[src/rtl/tmds_deserializer.sv]
// TMDS receive-channel deserializer: shifts in serial bits LSB first, aligns to the word
// boundary using control tokens seen during blanking, and emits aligned 10-bit words.
module tmds_deserializer #(
  parameter int LOCK_CNT = 4,
  parameter int ERR_MAX  = 3
) (
  input  logic       clk_i,
  input  logic       rst_ni,
  input  logic       data_i,
  output logic [9:0] data_o,
  output logic       valid_o,
  output logic       ctrl_o,
  output logic       locked_o
);

  localparam int HW = $clog2(LOCK_CNT + 1);
  localparam int EW = $clog2(ERR_MAX + 1);
  localparam logic [HW-1:0] HIT_LAST = HW'(LOCK_CNT - 1);
  localparam logic [EW-1:0] ERR_LAST = EW'(ERR_MAX - 1);

  typedef enum logic [1:0] {SEARCH, VERIFY, LOCKED} state_e;

  state_e          state_q, state_d;
  logic [9:0]      sr_q;
  logic [3:0]      cnt_q, cnt_d;
  logic [HW-1:0]   hit_q, hit_d;
  logic [EW-1:0]   err_q, err_d;
  logic [9:0]      data_q;
  logic            valid_q, ctrl_q, locked_q;

  logic [9:0]      w;
  logic            tok, bnd, emit;

  // Window includes the bit arriving this cycle, so a word is complete on its last bit.
  assign w   = {data_i, sr_q[9:1]};
  assign tok = (w == 10'h354) | (w == 10'h0AB) | (w == 10'h154) | (w == 10'h2AB);
  assign bnd = (cnt_q == 4'd9);

  always_comb begin
    state_d = state_q;
    cnt_d   = bnd ? 4'd0 : cnt_q + 4'd1;
    hit_d   = hit_q;
    err_d   = err_q;
    emit    = 1'b0;
    case (state_q)
      SEARCH: begin
        if (tok) begin
          cnt_d   = 4'd0;
          hit_d   = HW'(1);
          state_d = VERIFY;
        end
      end
      VERIFY: begin
        if (bnd) begin
          if (!tok) begin
            state_d = SEARCH;
            hit_d   = '0;
          end else if (hit_q == HIT_LAST) begin
            state_d = LOCKED;
            err_d   = '0;
            emit    = 1'b1;
          end else begin
            hit_d = hit_q + HW'(1);
          end
        end
      end
      LOCKED: begin
        if (bnd) begin
          emit  = 1'b1;
          err_d = '0;
        end else if (tok) begin
          // Too many tokens off phase: resync directly on this one.
          if (err_q == ERR_LAST) begin
            state_d = VERIFY;
            cnt_d   = 4'd0;
            hit_d   = HW'(1);
            err_d   = '0;
          end else begin
            err_d = err_q + EW'(1);
          end
        end
      end
      default: state_d = SEARCH;
    endcase
  end

  always_ff @(posedge clk_i) begin
    if (!rst_ni) begin
      state_q  <= SEARCH;
      sr_q     <= '0;
      cnt_q    <= '0;
      hit_q    <= '0;
      err_q    <= '0;
      data_q   <= '0;
      valid_q  <= 1'b0;
      ctrl_q   <= 1'b0;
      locked_q <= 1'b0;
    end else begin
      state_q  <= state_d;
      sr_q     <= w;
      cnt_q    <= cnt_d;
      hit_q    <= hit_d;
      err_q    <= err_d;
      valid_q  <= emit;
      locked_q <= (state_d == LOCKED);
      if (emit) begin
        data_q <= w;
        ctrl_q <= tok;
      end
    end
  end

  assign data_o   = data_q;
  assign valid_o  = valid_q;
  assign ctrl_o   = ctrl_q;
  assign locked_o = locked_q;

endmodule

[config.mk]
export PLATFORM = sky130hd
export DESIGN_NAME = tmds_deserializer
export DESIGN_NICKNAME = d
export VERILOG_FILES = /design/src/rtl/tmds_deserializer.sv
export SDC_FILE = /design/constraint.sdc
export NUM_CORES = 1
export LEC_CHECK = 0
export BUFFER_PORTS_ARGS = -buffer_cell sky130_fd_sc_hd__buf_2
export CAP_MARGIN = 5
export CORE_UTILIZATION = 60
export DETAILED_ROUTE_END_ITERATION = 10
export PLACE_DENSITY_LB_ADDON = 0.05
export SETUP_SLACK_MARGIN = 0.5
export SLEW_MARGIN = 0
export SYNTH_ARGS = -nofsm -noshare
export SYNTH_HDL_FRONTEND = slang
export SYNTH_SLANG_ARGS = --single-unit
[constraint.sdc]
create_clock -name clk_i -period 3.92 [get_ports clk_i]
set_input_delay 0.196 -clock clk_i [delete_from_list [all_inputs] [get_ports clk_i]]
set_output_delay 0.196 -clock clk_i [all_outputs]
set_load 0.02 [all_outputs]
# Word-level counts from Yosys, hierarchy flattened

Cells that the tools add are included.

Input bits: 3
Register bits: 34
Output and inout port bits: 13

Reductions and logical operators: 5
Add/subtract/negate cells: 3
Equality and inequality tests: 19
Bitwise operators: 3
Multiplexer cells: 34

Operators by type and width:

| kind                 | number |
|---|---|
| $mux 2               | 13 |
| $mux 3               | 7 |
| $eq 10x10->1 const B | 2 |
| $mux 4               | 5 |
| $ne 2x2->1 const B   | 7 |
| $eq 10x8->1 const B  | 1 |
| $eq 10x9->1 const B  | 1 |
| $pmux 3 s3           | 1 |
| $pmux 4 s2           | 1 |
| $reduce_and 7->1     | 1 |
| $eq 2x2->1 const B   | 3 |
| $ne 3x3->1 const B   | 2 |
| $pmux 2 s3           | 1 |
| $reduce_and 5->1     | 1 |
| $add 4x1->4 const B  | 1 |
| $eq 4x4->1 const B   | 1 |
| $mux 1               | 4 |
| $pmux 2 s2           | 1 |
| $add 3x1->3 const B  | 1 |
| $eq 3x2->1 const B   | 1 |
| $or 1x1->1           | 3 |
| $reduce_bool 3->1    | 1 |
| $add 2x1->2 const B  | 1 |
| $eq 2x1->1 const B   | 1 |
| other kinds (3)      | 3 |

# Logic depth before layout (Yosys ltp)

Gate-level depths: netlist of the first run.

Word-level depth: 8
Gate-level depth with buffers: 9
Gate-level depth less buffers: 7

# Worst setup path after synthesis of the first run

No wires, ideal clock.

Path type: register to register
Start: reg cnt_q[1]
End: reg ctrl_q (netlist: ctrl_o)
Setup slack: 2.227 ns
Library setup time: 0.071 ns
Data required time: 3.849 ns
Data arrival time: 1.623 ns
Path buffers: 2
Stages on the path, launching flop included: 10
Cell sequence: dfxtp_1 inv_1 ha_1 and3b_1 buf_6 and2_1 nand2_1 buf_2 nand3_2 a21oi_2

Cells in the longest elaborated chain, start to end: 3

Ends and longest elaborated chain:

| element                          | line   | text |
|---|---|---|
| start: declaration               | 25     | `logic [3:0] cnt_q, cnt_d;` |
| start signal: assignment         | 101    | `cnt_q <= cnt_d;` |
| $eq 4x4->1 (*)                   | 37     | `assign bnd = (cnt_q == 4'd9);` |
| $mux 1, on equally long branches | 68, 54 |  |
| $pmux 1 s2 (*)                   | 45     | `case (state_q)` |
| end signal: assignment           | 108    | `ctrl_q <= tok;` |
| end: declaration                 | 29     | `logic valid_q, ctrl_q, locked_q;` |

Every way passes the cells marked *; elsewhere a longest branch is shown, timed or not.
A chain may end at the register's enable or synchronous reset.

# Worst setup path after layout of the first run

Start: reg cnt_q[0]
End: reg data_q[0] (netlist: data_o[0])

Cells in the longest elaborated chain, start to end: 3

Ends and longest elaborated chain:

| element                          | line   | text |
|---|---|---|
| $eq 4x4->1 (*)                   | 37     |  |
| $mux 1, on equally long branches | 68, 54 |  |
| $pmux 1 s2 (*)                   | 45     |  |
| end signal: assignment           | 107    | `data_q <= w;` |
| end: declaration                 | 28     | `logic [9:0] data_q;` |

Marks and branches as above.

==> results of run 1 <==
==> cell usage after synthesis, types with 2 or more instances <==
cell type,instances
sky130_fd_sc_hd__nand2_1,10
sky130_fd_sc_hd__inv_1,7
sky130_fd_sc_hd__mux2i_1,3
sky130_fd_sc_hd__nand3_1,4
sky130_fd_sc_hd__a21oi_2,9
sky130_fd_sc_hd__o211ai_1,11
sky130_fd_sc_hd__buf_6,4
sky130_fd_sc_hd__and3b_1,2
sky130_fd_sc_hd__o21ai_0,2
sky130_fd_sc_hd__dfxtp_1,33
sky130_fd_sc_hd__a21oi_1,7
sky130_fd_sc_hd__nor2_1,8
sky130_fd_sc_hd__o31ai_1,2
sky130_fd_sc_hd__nor2b_1,2
sky130_fd_sc_hd__buf_4,2
sky130_fd_sc_hd__clkbuf_1,4
sky130_fd_sc_hd__and2_1,9
sky130_fd_sc_hd__nand3_2,9
sky130_fd_sc_hd__nor3_1,3
sky130_fd_sc_hd__ha_1,8
==> through the flow <==
step	hold WS, ns	area [um^2]
floorplan	0.318	1730
global placement	0.433	1760
detailed placement	0.429	1760
CTS	0.0790	1810
global route	0.0934	1810
finish	0.0949	1810
==> cell usage in the layout (no fill, tap or decap), types with 3 or more instances in the layout <==
master                      n
sky130_fd_sc_hd__nor2_1     8
sky130_fd_sc_hd__nand3_1    4
sky130_fd_sc_hd__and2_1     9
sky130_fd_sc_hd__a21oi_1    7
sky130_fd_sc_hd__dfxtp_1   33
sky130_fd_sc_hd__o211ai_1  11
sky130_fd_sc_hd__clkbuf_4   5
sky130_fd_sc_hd__inv_1      7
sky130_fd_sc_hd__mux2i_1    3
sky130_fd_sc_hd__a21oi_2    9
sky130_fd_sc_hd__nand2_1   10
sky130_fd_sc_hd__buf_2     15
sky130_fd_sc_hd__nand3_2    9
sky130_fd_sc_hd__ha_1       8
sky130_fd_sc_hd__nor3_1     3
==> sequential cells by signal, indices dropped and copies added (netlist names) <==
signal / cells
cnt_q: 4
ctrl_o: 1
data_o: 10
err_q: 2
hit_q: 3
locked_o: 1
sr_q: 9
state_q: 2
valid_o: 1
==> logic make-up (layout without fill, tap and decap cells) <==
logic type	count (synthesis)	after routing	synth area share
compound gates	44	44	0.227
xor+xnor	2	2	0.0101
fa+ha+maj	8	8	0.0580
buf+inv	18	30	0.0616
flops	33	33	0.383
mux	3	3	0.0174
simple gates	61	61	0.243
==> layer usage <==
layer | track usage | wire length, um
met3 | 0.0651 | 121
met5 | 0 | 0
met2 | 0.379 | 1680
met4 | 0.150 | 133
met1 | 0.259 | 1370
==> layout make-up <==
cell class	instances	area, um^2
clock buffers	6	41.3
clock inverters	2	10.0
fillers	224	922
inverters	7	26.3
multi-input cells	118	960
flip-flops and latches	33	661
well taps	31	38.8
repair buffers	15	75.1
==> how the worst min path moves through the flow <==
stage / startpoint / endpoint / slack [ns] / depth (start not counted)
after floorplan: data_i / sr_q[9] / 0.32 / 1
after global placement: data_i / sr_q[9] / 0.43 / 2
after detailed placement: data_i / sr_q[9] / 0.43 / 2
after CTS: data_i / sr_q[9] / 0.08 / 2
after global routing: data_i / sr_q[9] / 0.09 / 2
final: data_i / sr_q[9] / 0.09 / 2
==> where the power goes <==
| group | switching, uW | internal [uW] | leakage [uW] |
|---|---|---|---|
| registers | 4.74 | 340 | 0.000267 |
| clock network | 110 | 68.2 | 0.0000320 |
| logic | 10.3 | 6.31 | 0.000399 |
| total | 125 | 414 | 0.000698 |
==> worst max-delay path: stages, from the launching register on <==
cell,delay (ns)
sky130_fd_sc_hd__dfxtp_1,0.40
sky130_fd_sc_hd__ha_1,0.19
sky130_fd_sc_hd__and3b_1,0.41
sky130_fd_sc_hd__and2_1,0.51
sky130_fd_sc_hd__nand2_1,0.48
sky130_fd_sc_hd__nand3_1,0.23
sky130_fd_sc_hd__a21oi_1,0.09
==> reports/qor.log, run 1 <==
qor: synth.yosysWarnings 0
qor: sta.grt_setup_unrepaired false
qor: worst_setup_path.crit_start cnt_q[0]
qor: route.drt_first_iter_violations 34
qor: finish.fin_nets 191
qor: clock_network.root_buffer sky130_fd_sc_hd__clkbuf_4
qor: power.cellLeakagePower 0.000698 uW
qor: power.pwr_density_cell 298 nW/um^2
qor: sta.report.final.slew_viol_count 0
qor: worst_setup_path.reg2reg_to data_o[0]
qor: sta.timing_hold_violations_final 0
qor: power.design_power_total 540 uW
qor: clock_network.number_of_sinks_driven_by_the_clock_tree 33
qor: worst_setup_path.crit_path_launch_type register
qor: worst_setup_path.rrSetupSlack 1.49 ns
qor: global_route.grt_util_all_layers 0.230
qor: synth.synth.net_count 180
qor: synth.syn-instance-count 169
qor: synth.synth_area_per_cell 10.2 um^2
qor: route.post-route-drc-count 0
qor: route.routed_wl 3300 um
qor: die.boundaryPins 16
qor: clock_network.cts_tree done
qor: sta.max_freq 411 MHz
qor: die.initial_core_util 0.632
qor: clock_network.cts.clk_slew.worst_paths 0.10 ns
qor: clock_network.worstSkewPairLatency 0.33 ns
qor: synth.synth_top_area_cell sky130_fd_sc_hd__dfxtp_1
qor: die.floorplan.rows 19
qor: clock_network.post_cts_buffers 0
qor: route.detail-route-antenna-nets 0
qor: sta.finalSetupViolations 0
qor: die.core_area 2730 um^2
qor: finish.layout-area-overhead-vs-synth 4.93%
qor: synth.syn-cell-area 1730 um^2
qor: finish.antennaDiodeCount 0
qor: worst_setup_path.origin_of_the_critical_flop_to_flop_path cnt_q[0]
qor: global_route.grt_max_degree 20
qor: synth.synth.distinct_cells 50
qor: worst_setup_path.critical_path_peak_fanout 13
qor: worst_setup_path.critical_path_data_arrival_time 2.64 ns
qor: route.via_count 1313
qor: worst_hold_path.worst_hold_path_type input port to register
qor: synth.synth-main-ff-cell sky130_fd_sc_hd__dfxtp_1
qor: sta.tns 0 ns
qor: route.drt_pass1_iterations 4
qor: power.power.ir.vdd_worst 265 uV
qor: clock_network.cts_hold_buf 0
qor: sta.skew 0.0112 ns
qor: worst_setup_path.worstSetupEndpointType register
qor: sta.tightestPinTransition 0.672 ns
qor: placed_design.dp_cells 204
qor: synth.synth.top_cells.by_area sky130_fd_sc_hd__dfxtp_1, sky130_fd_sc_hd__ha_1, sky130_fd_sc_hd__nand3_2
qor: placed_design.port_buffers 15
qor: die.die_height 55.6 um
qor: synth.flop_and_latch_count_out_of_synthesis 33
qor: synth.synth.yosys.seq_area_share 0.383
qor: sta.slew_headroom 0.551
qor: die.overall_die_area 3100 um^2
qor: route.drt-wirelength-per-cell 15.6 um
qor: worst_setup_path.path_class register to register
qor: worst_setup_path.worst_r2r_path_depth 6
qor: clock_network.number_of_buffers_on_the_longest_clock_path 2
qor: clock_network.numCtsBuffers 5
qor: placed_design.pre_cts_slack 1.56 ns
qor: finish.stdcell_count 212
qor: worst_setup_path.critical_path_required 4.12 ns
qor: worst_setup_path.timing.critical_path.to data_o[0]
qor: synth.post-synth-top-area-fraction 0.383
qor: finish.drive_gt1_frac 0.287
qor: sta.final.setup.worst_slack 1.49 ns
qor: route.routed_via_density 6.19
qor: global_route.first_global_vias 1234
qor: global_route.global_route.overflow_total 0
qor: flow_run.maxCapViolations 0
qor: global_route.first_pass_grt_wire_length 5460 um
qor: synth.synth_edf_count 0
qor: sta.post-route-period-util 0.621
qor: synth.ys_async_sr_fraction 0
qor: die.width_of_the_chip 55.6 um
qor: placed_design.routabilityCongestion 0.909
qor: clock_network.ctsHtreeMaxLevel 2
qor: clock_network.cts.repair.resized 0
qor: run_status.status complete, no violations
qor: placed_design.dp_hpwl 2410 um
qor: sta.layout_min_cycle_time 2.43 ns
qor: global_route.grt_antenna_before_repair 0
qor: finish.final_util 0.663
No activity file was read; power rests on OpenSTA's default activity.
==> run 2, diff against run 1 <==
Settings changed: CORE_UTILIZATION 60 to 58.
Clock period 3.92 ns to 2.51 ns, I/O delays scaled along.
==> reports/qor.log, run 2 (synthesis gave the netlist of run 1 again) <==
qor: sta.max_freq 534 MHz
qor: die.core_area 2780 um^2
qor: global_route.global_route.overflow_total 0
qor: route.routed_via_density 6.03
qor: worst_hold_path.timing.hold.worst_endpoint sr_q[9]
qor: route.drt_first_iter_violations 51
qor: power.cellLeakagePower 0.000727 uW
qor: clock_network.number_of_buffers_on_the_longest_clock_path 2
qor: sta.grt_setup_unrepaired true
qor: clock_network.cts_tree done
qor: finish.drive_gt1_frac 0.324
qor: route.via_count 1303
qor: global_route.grt_util_all_layers 0.218
qor: power.internal_power 703 uW
qor: finish.most_frequent_cells_in_the_layout sky130_fd_sc_hd__dfxtp_1, sky130_fd_sc_hd__buf_2, sky130_fd_sc_hd__o211ai_1
qor: power.power_switching 202 uW
qor: worst_setup_path.cp_top_family simple AND/OR/NAND/NOR gates
qor: worst_setup_path.worst_r2r_path_depth 6
qor: route.drt-wirelength-per-cell 15.0 um
qor: finish.final_common_cell sky130_fd_sc_hd__dfxtp_1
qor: global_route.grt_max_degree 20
qor: clock_network.worstSkewPairLatency 0.34 ns
qor: sta.report.final.slew_viol_count 0
qor: global_route.first_global_vias 1155
qor: sta.post-route-period-util 0.746
qor: power.p_seq_frac 0.594
qor: worst_hold_path.holdCritStartpoint data_i
qor: worst_setup_path.path_class register to register
qor: sta.finalSetupViolations 0
qor: worst_setup_path.critical_path_required 2.72 ns
qor: sta.tightestPinTransition 0.603 ns
qor: route.detail-route-antenna-nets 0
qor: sta.slew_headroom 0.597
qor: clock_network.cts_hold_buf 0
qor: worst_setup_path.rrSetupSlack 0.64 ns
qor: power.switching_share 0.223
qor: route.met2_wirelength 1400 um
qor: finish.antennaDiodeCount 0
qor: die.die_height 56.6 um
qor: sta.layout_min_cycle_time 1.87 ns
qor: global_route.grt_antenna_before_repair 0
qor: worst_setup_path.critical_path.n_buffers_inverters 0
qor: worst_setup_path.cp_slowest_cell sky130_fd_sc_hd__dfxtp_1
qor: route.wl_met1 1590 um
qor: worst_hold_path.timing.hold.worst_path_depth 2
qor: sta.hold_ws 0.0380 ns
qor: sta.tns 0 ns
qor: placed_design.port_buffers 15
qor: power.power.ir.vdd_worst 463 uV
qor: placed_design.post_dp_cell_area 1780 um^2
qor: power.pwr_density_cell 482 nW/um^2
qor: finish.fin_area 1880 um^2
qor: power.pwr-share-comb 0.030
qor: worst_setup_path.reg2reg_to data_o[1]
qor: sta.skew 0.00992 ns
qor: die.floorplan.rows 19
qor: route.uppermost_layer_routed met4
qor: die.width_of_the_chip 56.6 um
qor: route.dr_wl_met3 204 um
qor: worst_setup_path.origin_of_the_critical_flop_to_flop_path cnt_q[0]
qor: die.initial_core_util 0.621
qor: clock_network.number_of_sinks_driven_by_the_clock_tree 33
qor: global_route.first_pass_grt_wire_length 5440 um
qor: sta.timing_hold_violations_final 0
qor: finish.layout-area-overhead-vs-synth 8.62%
qor: worst_hold_path.worst_hold_path_type input port to register
qor: clock_network.numCtsBuffers 5
qor: run_status.status complete, no violations
qor: clock_network.root_buffer sky130_fd_sc_hd__clkbuf_4
qor: worst_setup_path.critical_path_peak_fanout 12
qor: worst_setup_path.crit_path_launch_type register
qor: worst_setup_path.critical_path_data_arrival_time 2.08 ns
qor: route.drt_pass1_iterations 4
qor: finish.final_util 0.674
qor: route.post-route-drc-count 0
qor: die.overall_die_area 3200 um^2
qor: placed_design.dp_hpwl 2340 um
qor: clock_network.ctsHtreeMaxLevel 2
qor: power.share_clk_of_total_power 0.376
qor: die.boundaryPins 16
qor: worst_setup_path.max_stage_delay 0.40 ns
qor: finish.fin_nets 195
qor: worst_setup_path.worstSetupEndpointType register
qor: route.routed_wl 3240 um
qor: finish.largest_register_ffs 10
qor: flow_run.maxCapViolations 0
qor: placed_design.routabilityCongestion 0.900
qor: clock_network.cts.clk_slew.worst_paths 0.10 ns
qor: worst_setup_path.crit_chain ha_1 > and3b_1 > and2_1 > o2111ai_4 > nand3_1 > a21oi_1
[run 2: cell types whose count changed in the layout (fill, tap and decap cells not counted)]
cell	previous run	this run
sky130_fd_sc_hd__buf_4	0	4
sky130_fd_sc_hd__clkbuf_8	0	2
sky130_fd_sc_hd__ha_1	8	6
sky130_fd_sc_hd__ha_2	0	2
sky130_fd_sc_hd__a211oi_2	1	0
sky130_fd_sc_hd__a211oi_4	0	1
sky130_fd_sc_hd__clkbuf_1	1	0
sky130_fd_sc_hd__clkinv_2	2	1
sky130_fd_sc_hd__nand2_1	10	9
sky130_fd_sc_hd__nand2_2	0	1
[run 2: repair_timing]
item                       CTS  global route
cloned                       0             0
pin swaps                    0             1
buffers inserted             0             2
resized for setup            1             3
setup endpoints to repair    3            12
[run 2: area by class of cell]
| type | instances | area [um^2] |
|---|---|---|
| repair buffers | 19 | 105 |
| flip-flops and latches | 33 | 661 |
| inverters | 7 | 26.3 |
| fillers | 224 | 906 |
| clock inverters | 1 | 5.00 |
| clock buffers | 7 | 65.1 |
| well taps | 31 | 38.8 |
| multi-input cells | 118 | 975 |
[run 2: per-layer routing]
metal / up-vias / global-route usage
li1: 640 / -
met2: 34 / 0.306
met4: 0 / 0.0836
met5: - / 0
met1: 621 / 0.320
met3: 8 / 0.0507
[run 2: how the worst max path moves through the flow]
stage	end	start	slack [ns]	cells past startpoint
finish	data_o[1]	cnt_q[0]	0.64	6
detailed placement	hit_q[2]	state_q[0]	0.52	7
CTS	ctrl_o	state_q[1]	0.51	6
global placement	hit_q[0]	state_q[0]	0.55	7
global route	data_o[1]	cnt_q[0]	0.49	6
floorplan	ctrl_o	cnt_q[1]	0.82	9
[run 2: power groups by stage]
stage,clock (uW),sequential (uW),combinational (uW)
finish,340,538,27.0
floorplan,0,548,22.0
CTS,346,538,27.6
global placement,0,549,24.8
global route,368,539,30.5
detailed placement,0,550,25.8
[run 2: per-stage QoR]
step | instances | setup WS, ns | power, uW
2_1_floorplan | 169 | 0.817 | 570
3_3_place_gp | 206 | 0.548 | 574
3_5_place_dp | 206 | 0.517 | 575
4_1_cts | 214 | 0.514 | 911
5_1_grt | 216 | 0.489 | 937
6_report | 216 | 0.637 | 905
[run 2: worst register-to-register path, stage by stage, from the launching register on]
cell and delay, ns:
sky130_fd_sc_hd__dfxtp_1 0.40, sky130_fd_sc_hd__ha_1 0.20, sky130_fd_sc_hd__and3b_1 0.34, sky130_fd_sc_hd__and2_1 0.28, sky130_fd_sc_hd__o2111ai_4 0.29, sky130_fd_sc_hd__nand3_1 0.18
sky130_fd_sc_hd__a21oi_1 0.07
